## src/rtl/codec_dac_dma_master_pkg.sv

```systemverilog
// Shared types and constants for the codec DAC DMA read master.
// Latency: n/a (declarations only).
// Backpressure: n/a (declarations only).
// Contents: FSM state encoding, word size, burst-count width, burst clipping helper.
package codec_dma_pkg;

    typedef enum logic [2:0] {
        IDLE  = 3'd0,
        CHECK = 3'd1,
        REQ   = 3'd2,
        DATA  = 3'd3,
        DONE  = 3'd4
    } state_t;

    localparam int WORD_BYTES = 4;
    localparam int BCOUNT_W   = 8;

    // Burst length actually issued: a request of 0 means 1, never more than
    // the configured maximum, never more than the words still owed.
    function automatic logic [BCOUNT_W-1:0] clip_burst(
        input logic [BCOUNT_W-1:0] req_len,
        input logic [15:0]         rem_words,
        input logic [BCOUNT_W-1:0] max_len
    );
        logic [15:0] l;
        l = (req_len == '0) ? 16'd1 : {8'd0, req_len};
        if (l > {8'd0, max_len}) l = {8'd0, max_len};
        if (l > rem_words)       l = rem_words;
        return l[BCOUNT_W-1:0];
    endfunction

endpackage

```

## src/rtl/codec_dac_dma_master_if.sv

```systemverilog
// Avalon-MM burst read bus plus DAC FIFO write port of the DMA master.
// Latency: n/a (wires only).
// Backpressure: master_waitrequest stalls requests; FIFO side has none (space reserved up front).
// Modports: master (DMA block side), slave (memory + FIFO side).
interface codec_dac_dma_master_if
    import codec_dma_pkg::*;
#(
    parameter int FREE_W = 9
) ();

    logic [31:0]         master_address;
    logic                master_read;
    logic [BCOUNT_W-1:0] master_burstcount;
    logic                master_waitrequest;
    logic [31:0]         master_readdata;
    logic                master_readdatavalid;
    logic                dac_fifo_wr;
    logic [31:0]         dac_fifo_data;
    logic [FREE_W-1:0]   dac_fifo_free;

    modport master (
        output master_address, master_read, master_burstcount,
        input  master_waitrequest, master_readdata, master_readdatavalid,
        output dac_fifo_wr, dac_fifo_data,
        input  dac_fifo_free
    );

    modport slave (
        input  master_address, master_read, master_burstcount,
        output master_waitrequest, master_readdata, master_readdatavalid,
        input  dac_fifo_wr, dac_fifo_data,
        output dac_fifo_free
    );

endinterface

```

## src/rtl/codec_dac_dma_master_burst_counter.sv

```systemverilog
// Beat counter for one read burst: load with the burst length, count down per beat.
// Latency: count updates on the clock after load/dec; last is combinational from count.
// Backpressure: none; dec is ignored once the count is already zero.
// Ports: Clk, Rst_n (sync, active-high), load/load_val, dec, last (count==1).
module codec_burst_counter
    import codec_dma_pkg::*;
(
    input  logic                Clk,
    input  logic                Rst_n,
    input  logic                load,
    input  logic                dec,
    input  logic [BCOUNT_W-1:0] load_val,
    output logic                last
);

    logic [BCOUNT_W-1:0] count;

    always_ff @(posedge Clk) begin
        if (Rst_n) begin
            count <= '0;
        end else if (load) begin
            count <= load_val;
        end else if (dec && count != '0) begin
            count <= count - 1'b1;
        end
    end

    assign last = (count == BCOUNT_W'(1));

endmodule

```

## src/rtl/codec_dac_dma_master.sv

```systemverilog
// Avalon-MM burst read master: streams 32-bit DAC samples from memory into the DAC FIFO.
// Latency: request one cycle after FIFO space is seen; each read beat reaches the FIFO one cycle later.
// Backpressure: waits in CHECK until the FIFO can hold the whole burst; honours master_waitrequest.
// Ports: Clk, Rst_n (sync, active-high); cfg_* software controls; busy/done/aborted status;
//        irq (with irq_clr input only when CODEC_DMA_IRQ_EN is defined, otherwise tied 0);
//        bus = Avalon read master + DAC FIFO write port (codec_dac_dma_master_if.master).
module codec_dac_dma_master
    import codec_dma_pkg::*;
#(
    parameter int BURST_MAX = 8,
    parameter int FREE_W    = 9
) (
    input  logic        Clk,
    input  logic        Rst_n,
    input  logic        cfg_start,
    input  logic [31:0] cfg_base_addr,
    input  logic [15:0] cfg_num_words,
    input  logic [7:0]  cfg_burst_len,
    input  logic        cfg_abort,
    output logic        busy,
    output logic        done,
    output logic        aborted,
`ifdef CODEC_DMA_IRQ_EN
    input  logic        irq_clr,
`endif
    output logic        irq,
    codec_dac_dma_master_if.master bus
);

    state_t              state;
    logic [31:0]         addr;
    logic [15:0]         remaining;
    logic                abort_seen;
    logic [BCOUNT_W-1:0] len;
    logic [31:0]         free_ext;
    logic                beat_load;
    logic                beat_dec;
    logic                beat_last;

    // Burst length follows the live cfg_burst_len so software may retune it
    // between bursts; base address and word count are frozen at start.
    assign len      = clip_burst(cfg_burst_len, remaining, BCOUNT_W'(BURST_MAX));
    assign free_ext = 32'(bus.dac_fifo_free);

    assign beat_load = (state == REQ)  && !bus.master_waitrequest;
    assign beat_dec  = (state == DATA) && bus.master_readdatavalid;

    codec_burst_counter u_beat_cnt (
        .Clk      (Clk),
        .Rst_n    (Rst_n),
        .load     (beat_load),
        .dec      (beat_dec),
        .load_val (bus.master_burstcount),
        .last     (beat_last)
    );

    always_ff @(posedge Clk) begin
        if (Rst_n) begin
            state                 <= IDLE;
            busy                  <= 1'b0;
            done                  <= 1'b0;
            aborted               <= 1'b0;
            abort_seen            <= 1'b0;
            addr                  <= '0;
            remaining             <= '0;
            bus.master_read       <= 1'b0;
            bus.master_address    <= '0;
            bus.master_burstcount <= '0;
            bus.dac_fifo_wr       <= 1'b0;
            bus.dac_fifo_data     <= '0;
        end else begin
            done            <= 1'b0;
            bus.dac_fifo_wr <= 1'b0;

            // Abort is latched for the whole transfer but only acted on at a
            // burst boundary, since an issued Avalon burst must be drained.
            if (state != IDLE && cfg_abort) begin
                abort_seen <= 1'b1;
            end

            case (state)
                IDLE: begin
                    if (cfg_start) begin
                        addr       <= cfg_base_addr & ~32'(WORD_BYTES - 1);
                        remaining  <= cfg_num_words;
                        busy       <= 1'b1;
                        aborted    <= 1'b0;
                        abort_seen <= 1'b0;
                        if (cfg_num_words == '0) begin
                            state <= DONE;
                            done  <= 1'b1;
                        end else begin
                            state <= CHECK;
                        end
                    end
                end

                CHECK: begin
                    if (abort_seen || cfg_abort) begin
                        state   <= DONE;
                        done    <= 1'b1;
                        aborted <= 1'b1;
                    end else if (free_ext >= 32'(len)) begin
                        // Nothing is in flight here, so the whole burst must fit.
                        state                 <= REQ;
                        bus.master_read       <= 1'b1;
                        bus.master_address    <= addr;
                        bus.master_burstcount <= len;
                    end
                end

                REQ: begin
                    if (!bus.master_waitrequest) begin
                        bus.master_read <= 1'b0;
                        state           <= DATA;
                    end
                end

                DATA: begin
                    if (bus.master_readdatavalid) begin
                        bus.dac_fifo_wr   <= 1'b1;
                        bus.dac_fifo_data <= bus.master_readdata;
                        remaining         <= remaining - 16'd1;
                        if (beat_last) begin
                            addr <= addr + 32'(bus.master_burstcount) * 32'(WORD_BYTES);
                            if (remaining == 16'd1) begin
                                state <= DONE;
                                done  <= 1'b1;
                            end else begin
                                state <= CHECK;
                            end
                        end
                    end
                end

                DONE: begin
                    busy  <= 1'b0;
                    state <= IDLE;
                end

                default: state <= IDLE;
            endcase
        end
    end

`ifdef CODEC_DMA_IRQ_EN
    // Sticky completion interrupt; a clear coinciding with completion loses.
    always_ff @(posedge Clk) begin
        if (Rst_n) begin
            irq <= 1'b0;
        end else if (state == DONE) begin
            irq <= 1'b1;
        end else if (irq_clr) begin
            irq <= 1'b0;
        end
    end
`else
    assign irq = 1'b0;
`endif

endmodule

```

## src/flat_wrapper.sv

```systemverilog
// flat-port wrapper written by rule: the top's interface ports become plain ports
module codec_dac_dma_master_flat import codec_dma_pkg::*;
#(
    parameter int BURST_MAX = 8,
    parameter int FREE_W    = 9
)
  (Clk, Rst_n, cfg_start, cfg_base_addr, cfg_num_words, cfg_burst_len, cfg_abort, busy, done, aborted, irq, bus_master_address, bus_master_read, bus_master_burstcount, bus_master_waitrequest, bus_master_readdata, bus_master_readdatavalid, bus_dac_fifo_wr, bus_dac_fifo_data, bus_dac_fifo_free);
  codec_dac_dma_master_if #(.FREE_W(FREE_W)) bus_i ();
  input  logic Clk;
  input  logic Rst_n;
  input  logic cfg_start;
  input  logic [31:0] cfg_base_addr;
  input  logic [15:0] cfg_num_words;
  input  logic [7:0] cfg_burst_len;
  input  logic cfg_abort;
  output logic busy;
  output logic done;
  output logic aborted;
  output logic irq;
  output wire logic [$bits(bus_i.master_address)-1:0] bus_master_address;
  output wire logic [$bits(bus_i.master_read)-1:0] bus_master_read;
  output wire logic [$bits(bus_i.master_burstcount)-1:0] bus_master_burstcount;
  input wire logic [$bits(bus_i.master_waitrequest)-1:0] bus_master_waitrequest;
  input wire logic [$bits(bus_i.master_readdata)-1:0] bus_master_readdata;
  input wire logic [$bits(bus_i.master_readdatavalid)-1:0] bus_master_readdatavalid;
  output wire logic [$bits(bus_i.dac_fifo_wr)-1:0] bus_dac_fifo_wr;
  output wire logic [$bits(bus_i.dac_fifo_data)-1:0] bus_dac_fifo_data;
  input wire logic [$bits(bus_i.dac_fifo_free)-1:0] bus_dac_fifo_free;
  assign bus_master_address = bus_i.master_address;
  assign bus_master_read = bus_i.master_read;
  assign bus_master_burstcount = bus_i.master_burstcount;
  assign bus_i.master_waitrequest = bus_master_waitrequest;
  assign bus_i.master_readdata = bus_master_readdata;
  assign bus_i.master_readdatavalid = bus_master_readdatavalid;
  assign bus_dac_fifo_wr = bus_i.dac_fifo_wr;
  assign bus_dac_fifo_data = bus_i.dac_fifo_data;
  assign bus_i.dac_fifo_free = bus_dac_fifo_free;
  codec_dac_dma_master #(.BURST_MAX(BURST_MAX), .FREE_W(FREE_W)) u_core (.Clk(Clk), .Rst_n(Rst_n), .cfg_start(cfg_start), .cfg_base_addr(cfg_base_addr), .cfg_num_words(cfg_num_words), .cfg_burst_len(cfg_burst_len), .cfg_abort(cfg_abort), .busy(busy), .done(done), .aborted(aborted), .irq(irq), .bus(bus_i));
endmodule
```

## config.mk

```make
export PLATFORM = sky130hd
export DESIGN_NAME = codec_dac_dma_master_flat
export DESIGN_NICKNAME = d
export VERILOG_FILES = /design/src/rtl/codec_dac_dma_master_pkg.sv /design/src/rtl/codec_dac_dma_master_if.sv /design/src/rtl/codec_dac_dma_master_burst_counter.sv /design/src/rtl/codec_dac_dma_master.sv /design/src/flat_wrapper.sv
export SDC_FILE = /design/constraint.sdc
export NUM_CORES = 1
export LEC_CHECK = 0
export CORE_ASPECT_RATIO = 0.8
export CORE_MARGIN = 1.5
export CORE_UTILIZATION = 54
export CTS_CLUSTER_SIZE = 16
export DETAILED_ROUTE_END_ITERATION = 8
export PLACE_DENSITY = 0.89
export SLEW_MARGIN = 20
export SYNTH_ARGS = -nofsm -noshare
export SYNTH_HDL_FRONTEND = slang
export SYNTH_HIERARCHICAL = 1
export SYNTH_SLANG_ARGS = --single-unit
```

## constraint.sdc

```tcl
create_clock -name Clk -period 14.4 [get_ports Clk]
set_input_delay 2.88 -clock Clk [delete_from_list [all_inputs] [get_ports Clk]]
set_output_delay 2.88 -clock Clk [all_outputs]
set_load 0.05 [all_outputs]
```

==> results of run 1 <==
layout make-up:
type / instances / area, sq um / share of cell area
multi-input cells: 724 / 4130 / 0.433
inverters: 29 / 109 / 0.0114
repair buffers: 183 / 1810 / 0.189
well taps: 175 / 219 / 0.0229
clock buffers: 18 / 439 / 0.0460
clock inverters: 14 / 176 / 0.0185
flip-flops and latches: 133 / 2660 / 0.279
worst max-delay path by stage:
stage / from / end / slack [ns]
after global placement: cfg_burst_len[4] / u_core/bus.master_burstcount[3] / 6.20
after floorplan: cfg_burst_len[4] / u_core/bus.master_burstcount[7] / 7.59
final: cfg_burst_len[4] / u_core/bus.master_burstcount[3] / 6.52
after CTS: cfg_burst_len[4] / u_core/bus.master_burstcount[3] / 6.57
after detailed placement: cfg_burst_len[4] / u_core/bus.master_burstcount[3] / 6.15
after global routing: cfg_burst_len[4] / u_core/bus.master_burstcount[3] / 6.20
worst max-delay path: stages:
cell and delay [ns]:
clkdlybuf4s50_1 0.41, or2_2 0.29, nor4_1 0.44, inv_1 0.13, ha_1 0.34, nand2_1 0.07, or4_1 0.56, a211oi_4 0.63
mux2_2 0.44, ha_1 0.30, nand2_1 0.04, o21ai_0 0.16, a41o_1 0.30, nand2_1 0.36, buf_4 0.38, or4_1 0.42
nand3_1 0.09
cell usage after synthesis (7+ instances only):
| cell type | n |
|---|---|
| a211oi_1 | 25 |
| a21oi_1 | 110 |
| a22oi_1 | 11 |
| a31oi_1 | 18 |
| and2_1 | 7 |
| and3_1 | 12 |
| clkbuf_1 | 47 |
| dfxtp_1 | 133 |
| ha_1 | 28 |
| inv_1 | 29 |
| mux2i_1 | 7 |
| nand2_1 | 196 |
| nand3_1 | 20 |
| nand4_1 | 7 |
| nor2_1 | 70 |
| nor2b_1 | 8 |
| nor3_1 | 26 |
| nor4_1 | 16 |
| o211ai_1 | 8 |
| o21ai_0 | 36 |
| or4_1 | 8 |
state kept, by name (all words and copies together), names as in the netlist:
name and flops:
u_core/bus.dac_fifo_data 32, u_core/aborted 1, u_core/bus.master_read 1, u_core/busy 1, u_core/bus.master_burstcount 8, u_core/abort_seen 1, u_core/u_beat_cnt/count 8, u_core/done 1
u_core/state 3, u_core/addr 30, u_core/bus.dac_fifo_wr 1, u_core/remaining 16, u_core/bus.master_address 30
through the flow:
step | hold WS, ns | instances | util | total power [mW]
final | 0.451 | 1276 | 0.742 | 1.47
after CTS | 0.454 | 1276 | 0.742 | 1.46
after global routing | 0.469 | 1276 | 0.742 | 1.55
after floorplan | 0.449 | 946 | - | 0.860
after global placement | 0.441 | 1244 | 0.694 | 0.993
after detailed placement | 0.445 | 1244 | 0.694 | 1.01
metal layers:
metal  vias to the layer above  share of wire  track usage  routed length (um)
met5                         -              0            0                   0
met4                         0          0.017        0.103                 371
met3                        46          0.092       0.0673                1990
met2                       416           0.47        0.511               10100
met1                      3531           0.42        0.407                9170
li1                       3665              -            -                   -
power by group:
group / internal, mW / switching (mW) / total [mW]
Sequential: 0.428 / 0.0792 / 0.508
Combinational: 0.195 / 0.321 / 0.516
Clock: 0.278 / 0.172 / 0.451
Total: 0.901 / 0.572 / 1.47
kinds of logic (layout without fill, tap and decap cells):
| kind of cell | count (synthesis) | count (layout) | synth area share |
|---|---|---|---|
| and+or+nand+nor | 403 | 403 | 0.261 |
| DFF | 133 | 133 | 0.374 |
| adders and majority gates | 29 | 29 | 0.0520 |
| xor gates and xnor gates | 6 | 6 | 0.00737 |
| other | 1 | 7 | 0.000526 |
| AOI/OAI and AO/OA | 270 | 270 | 0.242 |
| buffers and inverters | 89 | 244 | 0.0502 |
| muxes | 9 | 9 | 0.0130 |
cells in the final DEF (no fill, tap or decap), drive strengths merged, types with 11 or more instances in the layout:
master / count
clkdlybuf4s50: 174
a22oi: 11
clkbuf: 18
inv: 31
nor2: 70
nand3: 20
nor3: 26
nor4: 16
dfxtp: 133
and3: 12
a21oi: 110
a211oi: 28
nand2: 196
o21ai: 37
ha: 28
a31oi: 18
==> summary.txt, run 1 <==
Status -> finished, final reports clean
Dpl ws -> 6.15 ns
Fin crit period -> 7.88 ns
Worst-Skew Late Latency -> 0.42 ns
Hold_buf cts -> 0
Setup ws final -> 6.52 ns
Hold wc startpoint -> u_core/bus.dac_fifo_data[0]
Largest net degree at the start of global routing -> 84
Initial antenna violation count -> 0
WHS Path Cells -> 2
Crit. End Element -> register
Synth cell types -> 72
Gate Count Post-Synth -> 940
Cell taking the most area after synthesis -> dfxtp_1
Design area -> 9550 sq um
Setup bufs post-CTS -> 0
R2r startpoint -> u_core/remaining[3]
Core ar. -> 12900 sq um
CTS tree -> done
Filler cell count -> 973
GRT overflow -> 0
Top area cells in the synthesized netlist -> dfxtp_1 (37%), nand2_1 (10%), a21oi_1 (7.7%)
Die width -> 131 um
Netlist Area Pre-Place -> 7130 sq um
CTS buffer count -> 17
Worst hold path class -> reg -> reg
PortBufs -> 175
Slew Limit Fails -> 0
Area delta synth->final -> 34.0%
Setup violators final -> 0
Via count -> 7658
Post-DP HPWL -> 14800 um
# DRC -> 0
Initial Utilization -> 0.554
Number of core rows -> 37
Synth top area share -> 0.374
Worst EP arrival -> 8.24 ns
Pwr/cell area -> 154 nW/um^2
Die height -> 106 um
Total GRT Usage -> 0.311
Worst endpoint required time -> 14.76 ns
Register area share after synthesis -> 0.374
Final Hold Vio Count -> 0
Maximum vdd drop -> 0.000113 V
Post-CTS Resized -> 0
Dominant synthesized flop cell -> dfxtp_1
Placed Area -> 8930 sq um
R2R depth -> 14
Nets -> 1220
Synthesized flop and latch total -> 133
Vias in the first global route -> 7180
Max-cap violations -> 0
Reg clk slew, reported paths -> 0.06 ns
Synth async-reset ratio -> 0
Final wirelength -> 21600 um
Root buf cell -> clkbuf_16
Slew of the pin with the lowest slew margin -> 1.03 ns
CTS Sinks -> 133
Reg2reg end -> u_core/bus.master_burstcount[3]
Worst Clk Skew -> 0.0114 ns
DR WL/cell -> 17.0 um
Slew margin rel. -> 0.301
Ant diodes -> 0
Worst setup SP type -> input port
RSZ-0062 raised after global routing -> no
Share of layout cells above drive strength 1 -> 0.0545
Initial drt markers -> 755
Total negative slack -> 0 ns
IO Pins -> 181
DIE AREA -> 13900 sq um
First-pass iteration count of the detailed router -> 6
Crit path max fanout -> 24
Synthesized area per cell -> 7.58 sq um
Worst setup path class -> in -> reg
Clk buf depth -> 2
Final period util -> 0.547
First-pass GRT wire length -> 35100 um
Detail Route Antenna Nets -> 0
Reg2reg setup slack -> 9.72 ns
GPL Wtd Cong -> 0.935
EDFF count, synth -> 0
Htree depth -> 4
Maximum clock rate -> 127 MHz
Vias per inst -> 6.00
Pleak -> 3.28 nW
Hold Path Sink -> u_core/bus.dac_fifo_data[0]
Syn. warnings -> 6
(Power assumes the default switching activity.)
==> inputs of run 2 (changes only) <==
--- a/config.mk
+++ b/config.mk
@@ -7,10 +7,10 @@
 export LEC_CHECK = 0
 export CORE_ASPECT_RATIO = 0.8
 export CORE_MARGIN = 1.5
-export CORE_UTILIZATION = 54
+export CORE_UTILIZATION = 45
 export CTS_CLUSTER_SIZE = 16
 export DETAILED_ROUTE_END_ITERATION = 8
-export PLACE_DENSITY = 0.89
+export PLACE_DENSITY = 0.79
 export SLEW_MARGIN = 20
 export SYNTH_ARGS = -nofsm -noshare
 export SYNTH_HDL_FRONTEND = slang
==> constraint.sdc (replaced) <==
create_clock -name Clk -period 6.9 [get_ports Clk]
set_input_delay 1.38 -clock Clk [delete_from_list [all_inputs] [get_ports Clk]]
set_output_delay 1.38 -clock Clk [all_outputs]
set_load 0.05 [all_outputs]
==> run 2 against run 1 <==
  * Register-to-register slack worse by 7.0 ns
  * Global-route usage is 5.5 points lower
  * Cell count is 3.0% higher
  * Worst hold slack hardly changed
  * Sequential power is 110% higher
  * Clock power is 130% higher
==> summary.txt, run 2 (same netlist as run 1, synthesis figures left out) <==
Status -> finished, final reports clean
Via count -> 7542
Root buf cell -> clkbuf_16
Max reg flops -> 32
Crit. End Element -> register
Cells after DPL -> 1282
CTS buffer count -> 17
Hold_buf cts -> 0
Post-CTS Resized -> 0
GRT overflow -> 0
Die height -> 116 um
Final wirelength -> 21400 um
GR Util met2 -> 0.392
Die width -> 144 um
Core ar. -> 15300 sq um
RSZ-0062 raised after global routing -> no
Worst endpoint required time -> 7.23 ns
Pleak -> 3.33 nW
Crit path max fanout -> 32
DIE AREA -> 16600 sq um
Slew Limit Fails -> 0
Pwr/cell area -> 328 nW/um^2
Initial antenna violation count -> 0
Reg2reg end -> u_core/bus.master_burstcount[2]
Max-cap violations -> 0
Reg clk slew, reported paths -> 0.06 ns
Nets -> 1223
Setup violators final -> 0
Most common cell after layout, fill and taps aside -> nand2_1
Dpl ws -> 0.708 ns
Most frequent cells in the layout -> nand2_1 (196), clkdlybuf4s50_1 (174), dfxtp_1 (133), a21oi_1 (109), nor2_1 (69)
Ant diodes -> 0
Reg2reg setup slack -> 2.77 ns
Setup bufs post-CTS -> 0
Final Hold Vio Count -> 0
DR WL/cell -> 16.3 um
Worst-Skew Late Latency -> 0.42 ns
Initial drt markers -> 768
Hold_ws -> 0.452 ns
Met1 usage -> 0.350
Largest net degree at the start of global routing -> 73
Worst hold path class -> reg -> reg
Met3 usage -> 0.0665
Fin crit period -> 5.80 ns
Worst setup path class -> in -> reg
Non-Filler Instances -> 1314
Detail Route Antenna Nets -> 0
First-pass iteration count of the detailed router -> 5
Vias in the first global route -> 6655
Reg with most FFs -> u_core/bus.dac_fifo_data
Critical Path Start -> cfg_burst_len[4]
Slew of the pin with the lowest slew margin -> 1.11 ns
Worst setup SP type -> input port
CTS tree -> done
Initial Utilization -> 0.467
Post-DP HPWL -> 14800 um
Final period util -> 0.840
Htree depth -> 4
Worst setup endpoint -> u_core/bus.master_burstcount[2]
Worst Clk Skew -> 0.00703 ns
Vias per inst -> 5.74
Total negative slack -> 0 ns
WHS Path Cells -> 2
R2R depth -> 14
GR peak layer -> met2
Number of core rows -> 40
# DRC -> 0
IO Pins -> 181
Area delta synth->final -> 36.0%
Clk buf depth -> 2
Maximum vdd drop -> 0.000176 V
Worst EP arrival -> 6.12 ns
Maximum clock rate -> 172 MHz
Largest regs -> u_core/bus.dac_fifo_data (32), u_core/addr (30), u_core/bus.master_address (30)
First-pass GRT wire length -> 33500 um
CTS Sinks -> 133
Setup ws final -> 1.10 ns
Slew margin rel. -> 0.257
GPL Wtd Cong -> 0.908
Pwr Total -> 3.18 mW
Total GRT Usage -> 0.256
Share of layout cells above drive strength 1 -> 0.0562
R2r startpoint -> u_core/remaining[3]
PortBufs -> 175
[run 2: cell types whose count changed in the layout (fill, tap and decap cells not counted)]
cell,delta
inv_6,-2
buf_4,+3
clkinvlp_4,-1
bufinv_16,+2
clkbuf_8,+6
clkbuf_1,+1
clkinv_4,-5
clkinv_2,-1
[run 2: cell type report]
| class | count | area (sq um) |
|---|---|---|
| tap | 210 | 263 |
| fill | 1327 | 5580 |
| clock buffer | 25 | 526 |
| multi-input combinational | 724 | 4130 |
| clock inverter | 7 | 163 |
| sequential | 133 | 2660 |
| inverter | 29 | 109 |
| timing repair buffer | 186 | 1830 |
[run 2: worst min path at each step]
stage	endpoint	from	slack, ns
final	u_core/bus.dac_fifo_data[13]	u_core/bus.dac_fifo_data[13]	0.45
after global placement	u_core/bus.dac_fifo_data[20]	u_core/bus.dac_fifo_data[20]	0.44
after detailed placement	u_core/bus.dac_fifo_data[13]	u_core/bus.dac_fifo_data[13]	0.45
after CTS	u_core/bus.dac_fifo_data[13]	u_core/bus.dac_fifo_data[13]	0.45
after floorplan	u_core/bus.master_address[3]	u_core/addr[3]	0.45
after global routing	u_core/bus.dac_fifo_data[2]	u_core/bus.dac_fifo_data[2]	0.47
[run 2: where the power goes]
group          total (mW)  leakage [nW]  switching (mW)  internal (mW)
logic                1.08          1.91           0.667          0.414
registers            1.05          1.08           0.160          0.894
clock network        1.04         0.336           0.333          0.709
total                3.18          3.33            1.16           2.02
[run 2: routing by layer]
layer  routed length (um)  vias up  share of wire
met5                    0        -              0
met4                  351        0          0.016
met3                 1930       33          0.090
met2                 9410      342           0.44
met1                 9690     3493           0.45
li1                     -     3674              -
[run 2: per-stage QoR]
| stage | instance area (sq um) | utilization |
|---|---|---|
| after floorplan | 7150 | - |
| after global placement | 9000 | 0.590 |
| after detailed placement | 9000 | 0.590 |
| after CTS | 9690 | 0.635 |
| after global routing | 9690 | 0.635 |
| final | 9690 | 0.635 |
[run 2: worst max-delay path, cell delays in order]
cell and delay, ns:
clkdlybuf4s50_1 0.41, or2_2 0.29, nor4_1 0.43, inv_1 0.12
ha_1 0.34, nand2_1 0.08, or4_1 0.56, a211oi_4 0.42
buf_4 0.24, nand2_1 0.07, ha_1 0.28, o21a_1 0.17
nor3_1 0.41, nor2b_1 0.17, and2_1 0.21, buf_4 0.25
a211oi_1 0.28
==> inputs of run 3 (changes only) <==
--- a/config.mk
+++ b/config.mk
@@ -7,10 +7,10 @@
 export LEC_CHECK = 0
 export CORE_ASPECT_RATIO = 0.8
 export CORE_MARGIN = 1.5
-export CORE_UTILIZATION = 45
+export CORE_UTILIZATION = 50
 export CTS_CLUSTER_SIZE = 16
 export DETAILED_ROUTE_END_ITERATION = 8
-export PLACE_DENSITY = 0.79
+export PLACE_DENSITY = 0.83
 export SLEW_MARGIN = 20
 export SYNTH_ARGS = -nofsm -noshare
 export SYNTH_HDL_FRONTEND = slang
==> constraint.sdc (replaced) <==
create_clock -name Clk -period 5.7 [get_ports Clk]
set_input_delay 1.14 -clock Clk [delete_from_list [all_inputs] [get_ports Clk]]
set_output_delay 1.14 -clock Clk [all_outputs]
set_load 0.05 [all_outputs]
==> run 3 against run 2 <==
  * Combinational power up 23%
  * Via count grew 1.1%
  * Routed wire length increased by 0.55%
  * First-iteration DRC count is 4.8% higher
  * Total power rose by 19%
  * Sequential share of layout area is 0.10 points higher
  * Clock-buffer cell count is 4 lower
  * Non-clock buffer count increased by 4
  * Sequential power up 22%
  * Die area down 9.8%
  * Critical path type unchanged
==> summary.txt, run 3 (same netlist as run 1, synthesis figures left out) <==
Largest net degree at the start of global routing -> 96
Vias per inst -> 5.92
Worst setup SP type -> input port
Final period util -> 0.891
Setup bufs post-CTS -> 0
Core ar. -> 13700 sq um
Filler cell count -> 1153
Worst endpoint required time -> 6.04 ns
Initial Utilization -> 0.519
Pwr/cell area -> 392 nW/um^2
Reg2reg end -> u_core/bus.master_burstcount[1]
Clk buf depth -> 2
Most frequent cells in the layout -> nand2_1 (196), clkdlybuf4s50_1 (174), dfxtp_1 (133), a21oi_1 (109), nor2_1 (69)
Pleak -> 3.32 nW
Number of core rows -> 38
Reg with most FFs -> u_core/bus.dac_fifo_data
Largest regs -> u_core/bus.dac_fifo_data (32), u_core/addr (30), u_core/bus.master_address (30)
Worst-Skew Late Latency -> 0.41 ns
R2R depth -> 15
Reg clk slew, reported paths -> 0.06 ns
CTS buffer count -> 17
Final wirelength -> 21500 um
GRT overflow -> 0
Worst setup endpoint -> u_core/bus.master_burstcount[1]
Die width -> 136 um
CTS tree -> done
RSZ-0062 raised after global routing -> no
Initial antenna violation count -> 0
Most common cell after layout, fill and taps aside -> nand2_1
Setup violators final -> 0
Nets -> 1227
Register Area -> 2660 sq um
GPL Wtd Cong -> 0.943
Die height -> 110 um
Hold_buf cts -> 0
IO Pins -> 181
# DRC -> 0
Post-DP HPWL -> 14500 um
Share of layout cells above drive strength 1 -> 0.0587
Ant diodes -> 0
Critical Path Start -> cfg_burst_len[4]
Area delta synth->final -> 35.5%
Maximum vdd drop -> 0.000250 V
Multi-input logic area -> 4130 sq um
Max-cap violations -> 0
Final Hold Vio Count -> 0
Worst Clk Skew -> 0.0105 ns
Crit path max fanout -> 39
First-pass GRT wire length -> 33600 um
DR WL/cell -> 16.7 um
Maximum clock rate -> 197 MHz
Slew margin rel. -> 0.299
Htree depth -> 4
Fin crit period -> 5.08 ns
Root buf cell -> clkbuf_16
First-pass iteration count of the detailed router -> 6
Via count -> 7624
Worst hold path class -> reg -> reg
DIE AREA -> 15000 sq um
Reg2reg setup slack -> 1.86 ns
Worst setup path class -> in -> reg
CTS Sinks -> 133
Final Util -> 0.702
Crit. End Element -> register
Total GRT Usage -> 0.283
Max reg flops -> 32
Slew of the pin with the lowest slew margin -> 1.05 ns
Worst EP arrival -> 5.41 ns
Total negative slack -> 0 ns
Initial drt markers -> 805
Status -> finished, final reports clean
Vias in the first global route -> 6753
PortBufs -> 175
Detail Route Antenna Nets -> 0
Pwr Total -> 3.78 mW
Slew Limit Fails -> 0
Post-CTS Resized -> 0
R2r startpoint -> u_core/remaining[3]
run 3: worst min-delay path by stage:
stage                                 startpoint                            to  slack [ns]  cells after the start
finish              u_core/bus.dac_fifo_data[28]  u_core/bus.dac_fifo_data[28]        0.45                      2
global route        u_core/bus.dac_fifo_data[15]  u_core/bus.dac_fifo_data[15]        0.47                      2
CTS                  u_core/bus.dac_fifo_data[7]   u_core/bus.dac_fifo_data[7]        0.45                      2
detailed placement   u_core/bus.dac_fifo_data[7]   u_core/bus.dac_fifo_data[7]        0.45                      2
global placement     u_core/bus.dac_fifo_data[6]   u_core/bus.dac_fifo_data[6]        0.44                      2
floorplan                         u_core/addr[3]  u_core/bus.master_address[3]        0.45                      2
run 3: per-stage QoR:
stage	instance area (sq um)	setup WS [ns]	hold WS, ns	std cells
finish	9650	0.622	0.452	1288
global route	9650	0.325	0.469	1288
CTS	9650	0.609	0.454	1288
detailed placement	9020	0.191	0.446	1256
global placement	9020	0.293	0.442	1256
floorplan	7150	0.635	0.449	946
run 3: cell type report:
class	instances	share of cell area
inverter	29	0.0113
tap	180	0.0233
timing repair buffer	190	0.195
sequential	133	0.276
clock buffer	21	0.0477
multi-input combinational	724	0.428
clock inverter	11	0.0180
run 3: metal layers:
layer / track usage / part of all wire / wire length, um / vias up
met5: 0 / 0 / 0 / -
li1: - / - / - / 3675
met2: 0.455 / 0.46 / 9850 / 377
met1: 0.392 / 0.44 / 9460 / 3546
met3: 0.0526 / 0.090 / 1940 / 26
met4: 0.0676 / 0.011 / 240 / 0
run 3: critical path, cell delays in order:
cell,delay [ns]
clkdlybuf4s50_1,0.41
or2_2,0.29
nor4_1,0.18
buf_4,0.17
inv_1,0.05
ha_1,0.30
nand2_1,0.07
or4_1,0.56
a211oi_4,0.32
buf_4,0.20
mux2i_1,0.34
ha_1,0.18
nand2_1,0.04
o21ai_0,0.16
a41o_1,0.30
and2_1,0.20
buf_12,0.22
nor2_1,0.07
a211oi_2,0.20
run 3: where the power goes:
| part | internal [mW] | switching [mW] | total [mW] | leakage (nW) |
|---|---|---|---|---|
| sequential | 1.08 | 0.196 | 1.28 | 1.08 |
| clock | 0.758 | 0.419 | 1.18 | 0.300 |
| combinational | 0.515 | 0.814 | 1.33 | 1.94 |
